[src/rtl/ifu_pcgen_pkg.sv]
`default_nettype none
// ============================================================================
//  Module      : ifu_pcgen_pkg
//  Description : Shared definitions for the fetch PC generator: state
//                encodings, default reset PC and sequential fetch increment.
//  Revision    : 1.0  initial release
// ============================================================================
package ifu_pcgen_pkg;

    // Fetch PC generator states
    localparam logic [1:0] C_ST_BOOT = 2'd0;   // first cycle after reset, no request
    localparam logic [1:0] C_ST_RUN  = 2'd1;   // fetching, accepting EXU results
    localparam logic [1:0] C_ST_HALT = 2'd2;   // misaligned target, waiting for trap PC

    localparam logic [31:0] C_RESET_PC = 32'h8000_0000;
    localparam logic [31:0] C_PC_INCR  = 32'd4;   // no compressed instructions

endpackage : ifu_pcgen_pkg
`default_nettype wire

[src/rtl/ifu_pcgen_tgt.sv]
`default_nettype none
// ============================================================================
//  Module      : ifu_pcgen_tgt
//  Description : Redirect target former. Adds base and offset (mod 2^32),
//                clears bit0 for JALR and flags a target whose bit1 is set.
//  Ports       : i_pc      redirect base
//                i_pcadd   redirect offset (sign-extended immediate)
//                i_jalr    clear target bit0
//                o_target  formed target address
//                o_misalign target bit1 set (not on a 4-byte boundary)
//  Revision    : 1.0  initial release
// ============================================================================
module ifu_pcgen_tgt (
    input  logic [31:0] i_pc,
    input  logic [31:0] i_pcadd,
    input  logic        i_jalr,
    output logic [31:0] o_target,
    output logic        o_misalign
);

    logic [31:0] w_sum;

    always_comb begin
        w_sum    = i_pc + i_pcadd;
        o_target = {w_sum[31:1], w_sum[0] & ~i_jalr};
        // Only bit1 matters: bit0 is either cleared by JALR or cannot be set
        // for PC-relative targets with even offsets.
        o_misalign = o_target[1];
    end

endmodule : ifu_pcgen_tgt
`default_nettype wire

[src/rtl/ifu_pcgen.sv]
`default_nettype none
// ============================================================================
//  Module      : ifu_pcgen
//  Description : Fetch PC generator. Holds the fetch PC, offers it to the
//                fetcher over val/rdy, advances it on every accepted fetch,
//                applies branch/jump redirects with a flush pulse and halts
//                on a misaligned target until the trap controller supplies
//                the handler PC.
//  Ports       : clk, rst            clock, synchronous active-high reset
//                hs_ex4pc_val/rdy    EXU result handshake (rdy low in HALT)
//                i_setpc/i_pc/i_pcadd/i_jalr  redirect request and operands
//                hs_pc4if_val/rdy    fetch request handshake
//                o_fetch_pc          current fetch address
//                o_flush             one-cycle discard of in-flight fetches
//                o_excp/o_excp_tval  misaligned-target pulse and address
//                i_trap_val/i_trap_pc handler PC from the trap controller
//  Revision    : 1.0  initial release
// ============================================================================
module ifu_pcgen
    import ifu_pcgen_pkg::*;
#(
    parameter logic [31:0] RESET_PC = C_RESET_PC,
    parameter logic [31:0] PC_INCR  = C_PC_INCR
) (
    input  logic        clk,
    input  logic        rst,
    input  logic        hs_ex4pc_val,
    output logic        hs_pc4ex_rdy,
    input  logic        i_setpc,
    input  logic [31:0] i_pc,
    input  logic [31:0] i_pcadd,
    input  logic        i_jalr,
    output logic        hs_pc4if_val,
    input  logic        hs_if4pc_rdy,
    output logic [31:0] o_fetch_pc,
    output logic        o_flush,
    output logic        o_excp,
    output logic [31:0] o_excp_tval,
    input  logic        i_trap_val,
    input  logic [31:0] i_trap_pc
);

    logic [1:0]  r_state;
    logic [31:0] r_pc;
    logic        r_flush;
    logic        r_excp;
    logic [31:0] r_excp_tval;

    logic [31:0] w_target;
    logic        w_misalign;
    logic        w_run;
    logic        w_redir_acc;
    logic        w_fetch_hs;
    logic [31:0] w_trap_pc;

    ifu_pcgen_tgt u_tgt (
        .i_pc       (i_pc),
        .i_pcadd    (i_pcadd),
        .i_jalr     (i_jalr),
        .o_target   (w_target),
        .o_misalign (w_misalign)
    );

    always_comb begin
        w_run       = (r_state == C_ST_RUN);
        w_redir_acc = hs_ex4pc_val & w_run & i_setpc;
        w_fetch_hs  = w_run & hs_if4pc_rdy;
        w_trap_pc   = i_trap_pc & ~32'h3;
    end

    // Priority within a cycle: reset > trap > redirect > fetch increment.
    always_ff @(posedge clk) begin
        if (rst) begin
            r_state     <= C_ST_BOOT;
            r_pc        <= RESET_PC;
            r_flush     <= 1'b0;
            r_excp      <= 1'b0;
            r_excp_tval <= 32'h0;
        end else begin
            r_flush <= 1'b0;
            r_excp  <= 1'b0;
            case (r_state)
                C_ST_BOOT: begin
                    r_state <= C_ST_RUN;
                end
                C_ST_RUN: begin
                    if (i_trap_val) begin
                        r_pc    <= w_trap_pc;
                        r_flush <= 1'b1;
                    end else if (w_redir_acc) begin
                        r_flush <= 1'b1;
                        if (w_misalign) begin
                            // PC is left alone; the handler PC replaces it later.
                            r_excp      <= 1'b1;
                            r_excp_tval <= w_target;
                            r_state     <= C_ST_HALT;
                        end else begin
                            r_pc <= w_target;
                        end
                    end else if (w_fetch_hs) begin
                        r_pc <= r_pc + PC_INCR;
                    end
                end
                C_ST_HALT: begin
                    if (i_trap_val) begin
                        r_pc    <= w_trap_pc;
                        r_state <= C_ST_RUN;
                    end
                end
                default: begin
                    r_state <= C_ST_BOOT;
                end
            endcase
        end
    end

    assign hs_pc4if_val = w_run;
    assign hs_pc4ex_rdy = w_run;
    assign o_fetch_pc   = r_pc;
    assign o_flush      = r_flush;
    assign o_excp       = r_excp;
    assign o_excp_tval  = r_excp_tval;

endmodule : ifu_pcgen
`default_nettype wire

[config.mk]
export PLATFORM = sky130hd
export DESIGN_NAME = ifu_pcgen
export DESIGN_NICKNAME = d
export VERILOG_FILES = /design/src/rtl/ifu_pcgen_pkg.sv /design/src/rtl/ifu_pcgen_tgt.sv /design/src/rtl/ifu_pcgen.sv
export SDC_FILE = /design/constraint.sdc
export NUM_CORES = 1
export LEC_CHECK = 0
export BUFFER_PORTS_ARGS = -buffer_cell sky130_fd_sc_hd__buf_2
export CAP_MARGIN = 40
export CORE_MARGIN = 4
export CORE_UTILIZATION = 41
export DETAILED_ROUTE_END_ITERATION = 6
export GPL_TIMING_DRIVEN = 0
export PLACE_DENSITY = 0.77
export SLEW_MARGIN = 10
export SYNTH_ARGS = -nofsm -noshare
export SYNTH_HDL_FRONTEND = slang
export SYNTH_HIERARCHICAL = 1
export SYNTH_SLANG_ARGS = --single-unit
[constraint.sdc]
create_clock -name clk -period 2.9 [get_ports clk]
set_input_delay 0.435 -clock clk [delete_from_list [all_inputs] [get_ports clk]]
set_output_delay 0.435 -clock clk [all_outputs]
set_load 0.1 [all_outputs]
==> impl_metrics.env <==
export IMPL_mostFrequentLayoutCells="buf_2, nand2_1, a21oi_1"
export IMPL_synthCells=760
export IMPL_cpPeakStageDelay_ps=370
export IMPL_slew_violations=0
export IMPL_setup_tns_ps=0
export IMPL_yosysSeqAreaShare_pct=24.5
export IMPL_final_common_cell="buf_2"
export IMPL_ys_ff_latch=68
export IMPL_r2r_cells=10
export IMPL_p_per_area_nw_per_um2=696
export IMPL_slew_headroom_pct=44.2
export IMPL_yosys_area_top_type="dfxtp_1"
export IMPL_min_period_ps=2820
export IMPL_clock_sinks=68
export IMPL_fmax_ghz=0.355
export IMPL_synthArstFlopShare_pct=0
export IMPL_rr_endpoint="o_fetch_pc[31]"
export IMPL_syn_avg_cell_area_um2=7.31
export IMPL_netlist_top_cells_area="dfxtp_1, a21oi_1, ha_1"
export IMPL_peakVddDrop_mv=0.285
export IMPL_rr_startpoint="r_state[0]"
export IMPL_critical_path_class="input port to flip-flop"
export IMPL_floorplan_die_area_um2=15500
export IMPL_ios=171
export IMPL_setup_viol=0
export IMPL_grt_pass1_wl_um=31500
export IMPL_clk_pin_slew_ps=60
export IMPL_worstSetupStartpointType="input port"
export IMPL_worst_pin_slew_ps=831
export IMPL_row_count=42
export IMPL_die_h_um=124
export IMPL_initial_core_util_pct=42.0
export IMPL_ff_latch_area_um2=1360
export IMPL_ys_types=78
export IMPL_crit_path_end_kind="flip-flop"
export IMPL_antenna_cells=0
export IMPL_grt_pass1_vias=6103
export IMPL_clock_skew_ps=6.13
export IMPL_gp_congestion=0.979
export IMPL_drc_errors=0
export IMPL_ant_nets=0
export IMPL_vias_per_cell=5.87
export IMPL_cts_buffers=9
export IMPL_critical_path_arrival_ps=3080
export IMPL_path_cells="buf_2, ha_1, fa_2, a21o_1, a221oi_4, o21ai_2, a211oi_2, o21ai_2, xor2_2, nand3_2, a211oi_2, a31oi_1, o211ai_1"
export IMPL_antenna_found_initial=0
export IMPL_hold_start="i_trap_pc[2]"
export IMPL_yosys_most_used_dff="dfxtp_1"
export IMPL_first_iter_violations=796
export IMPL_finalNetCount=1084
export IMPL_routed_wl_um=20200
export IMPL_rrSetupSlack_ps=210
export IMPL_power_uw=4920
export IMPL_drive_above_1_share_pct=26.1
export IMPL_synth_edf_count=0
export IMPL_multi_input_area_um2=4020
export IMPL_crit_end="o_fetch_pc[28]"
export IMPL_synth_area_um2=5560
export IMPL_status="complete, no violations"
export IMPL_area_growth_pct=27.2
export IMPL_firstDrtPassIters=5
export IMPL_numPlacedInstances=1104
export IMPL_rsz0062_at_grt="true"
export IMPL_drv_cap=0
export IMPL_io_buffers=168
export IMPL_stdcell_area_um2=7070
export IMPL_crit_start="i_pc[0]"
export IMPL_crit_required_ps=3160
export IMPL_p_leak_uw=0.00296
export IMPL_dp_hpwl_um=16000
export IMPL_hold_path_class="input port to flip-flop"
export IMPL_clk_path_buf_depth=2
export IMPL_cts_hold_buf=0
export IMPL_synth_nets=900
export IMPL_slowest_stage="fa_2"
export IMPL_gr_usage_all_layers_pct=24.8
export IMPL_synth_top_area_share_pct=24.5
export IMPL_cp_max_fo=3
export IMPL_core_um2=13200
export IMPL_grt_ovfl_total=0
export IMPL_htreeDepth=3
export IMPL_layoutNonFillerInstCount=1124
export IMPL_vias=6596
export IMPL_yosysWarnings=6
export IMPL_clockRootBuffer="clkbuf_16"
export IMPL_grt_start_max_net_pins=13
export IMPL_holdWs_ps=363
export IMPL_routedWlPerCell_um=17.9
export IMPL_num_fill_cells=1344
export IMPL_tritoncts="done"
export IMPL_die_w_um=124
export IMPL_hold_viol=0
export IMPL_place_area_um2=6620
export IMPL_worstHoldPathCells=3
export IMPL_finalCritPeriodShare_pct=97.1
export IMPL_clk_latency_ps=340
-- cells by family (layout without fill, tap and decap cells) --
| family | count (synthesis) | after routing | share of synthesized area [%] |
|---|---|---|---|
| AOI/OAI and AO/OA | 257 | 257 | 29.4 |
| and+or+nand+nor | 307 | 307 | 27.5 |
| DFF | 68 | 68 | 24.5 |
| xor gates and xnor gates | 27 | 27 | 4.25 |
| buffers and inverters | 60 | 248 | 5.22 |
| muxes | 4 | 4 | 0.720 |
| adders and majority gates | 37 | 37 | 8.46 |
-- flip-flops by register name, summed over array words and instances (netlist names) --
signal / cells
o_excp: 1
o_flush: 1
o_excp_tval: 32
r_state: 2
o_fetch_pc: 32
-- layout make-up --
class | instances | area share (%)
repair buffers | 174 | 12.5
multi-input cells | 632 | 56.9
clock inverters | 5 | 0.867
inverters | 9 | 0.478
plain buffers | 50 | 3.47
clock buffers | 10 | 3.38
well taps | 176 | 3.12
flip-flops and latches | 68 | 19.3
-- per-layer routing --
metal	vias up	global-route usage, %	part of all wire (%)
met1	3023	31.8	41
met5	-	0	0
met4	0	8.45	2.4
li1	3171	-	-
met3	36	5.66	9.7
met2	366	40.9	47
-- critical path: cells and delay by family --
| kind | cells | cell delay (ps) |
|---|---|---|
| compound gates | 8 | 1510 |
| fa+ha+maj | 2 | 620 |
| xor+xnor | 1 | 260 |
| simple gates | 1 | 150 |
| buf+inv | 1 | 100 |
-- per-stage QoR --
| step | setup WS [ps] | utilization [%] |
|---|---|---|
| after floorplan | 47.4 | - |
| after global placement | -568 | 50.0 |
| after detailed placement | -583 | 50.0 |
| after CTS | -13.5 | 52.5 |
| after global routing | -48.2 | 53.4 |
| final | 83.9 | 53.4 |
-- synth_stat cells (all sizes together), types with 13 or more instances --
cell type  number
clkbuf         31
xor2           13
nor2           49
buf            17
dfxtp          68
xnor2          14
nand4          24
nand3          34
o21ai          49
nand2         120
nor3           24
a21o           17
ha             36
a21oi          98
-- worst min path at each step --
stage / to / slack (ps)
floorplan: r_state[1] / 490
global placement: o_excp_tval[3] / 440
detailed placement: o_excp_tval[14] / 450
CTS: o_fetch_pc[2] / 350
global route: o_fetch_pc[2] / 360
finish: o_fetch_pc[2] / 360
-- where the power goes --
group          leakage, uW  total (uW)  internal, uW  switching (uW)
Sequential        0.000551        1210          1050             153
Combinational      0.00227        2600           663            1940
Clock             0.000137        1110           686             428
-- timing repair --
| item | CTS | global route |
|---|---|---|
| hold endpoints to repair | 0 | 0 |
| pin swaps | 2 | 11 |
| resized for setup | 5 | 16 |
| buffers inserted | 1 | 5 |
| setup endpoints to repair | 5 | 12 |
No activity file was read; power rests on OpenSTA's default activity.
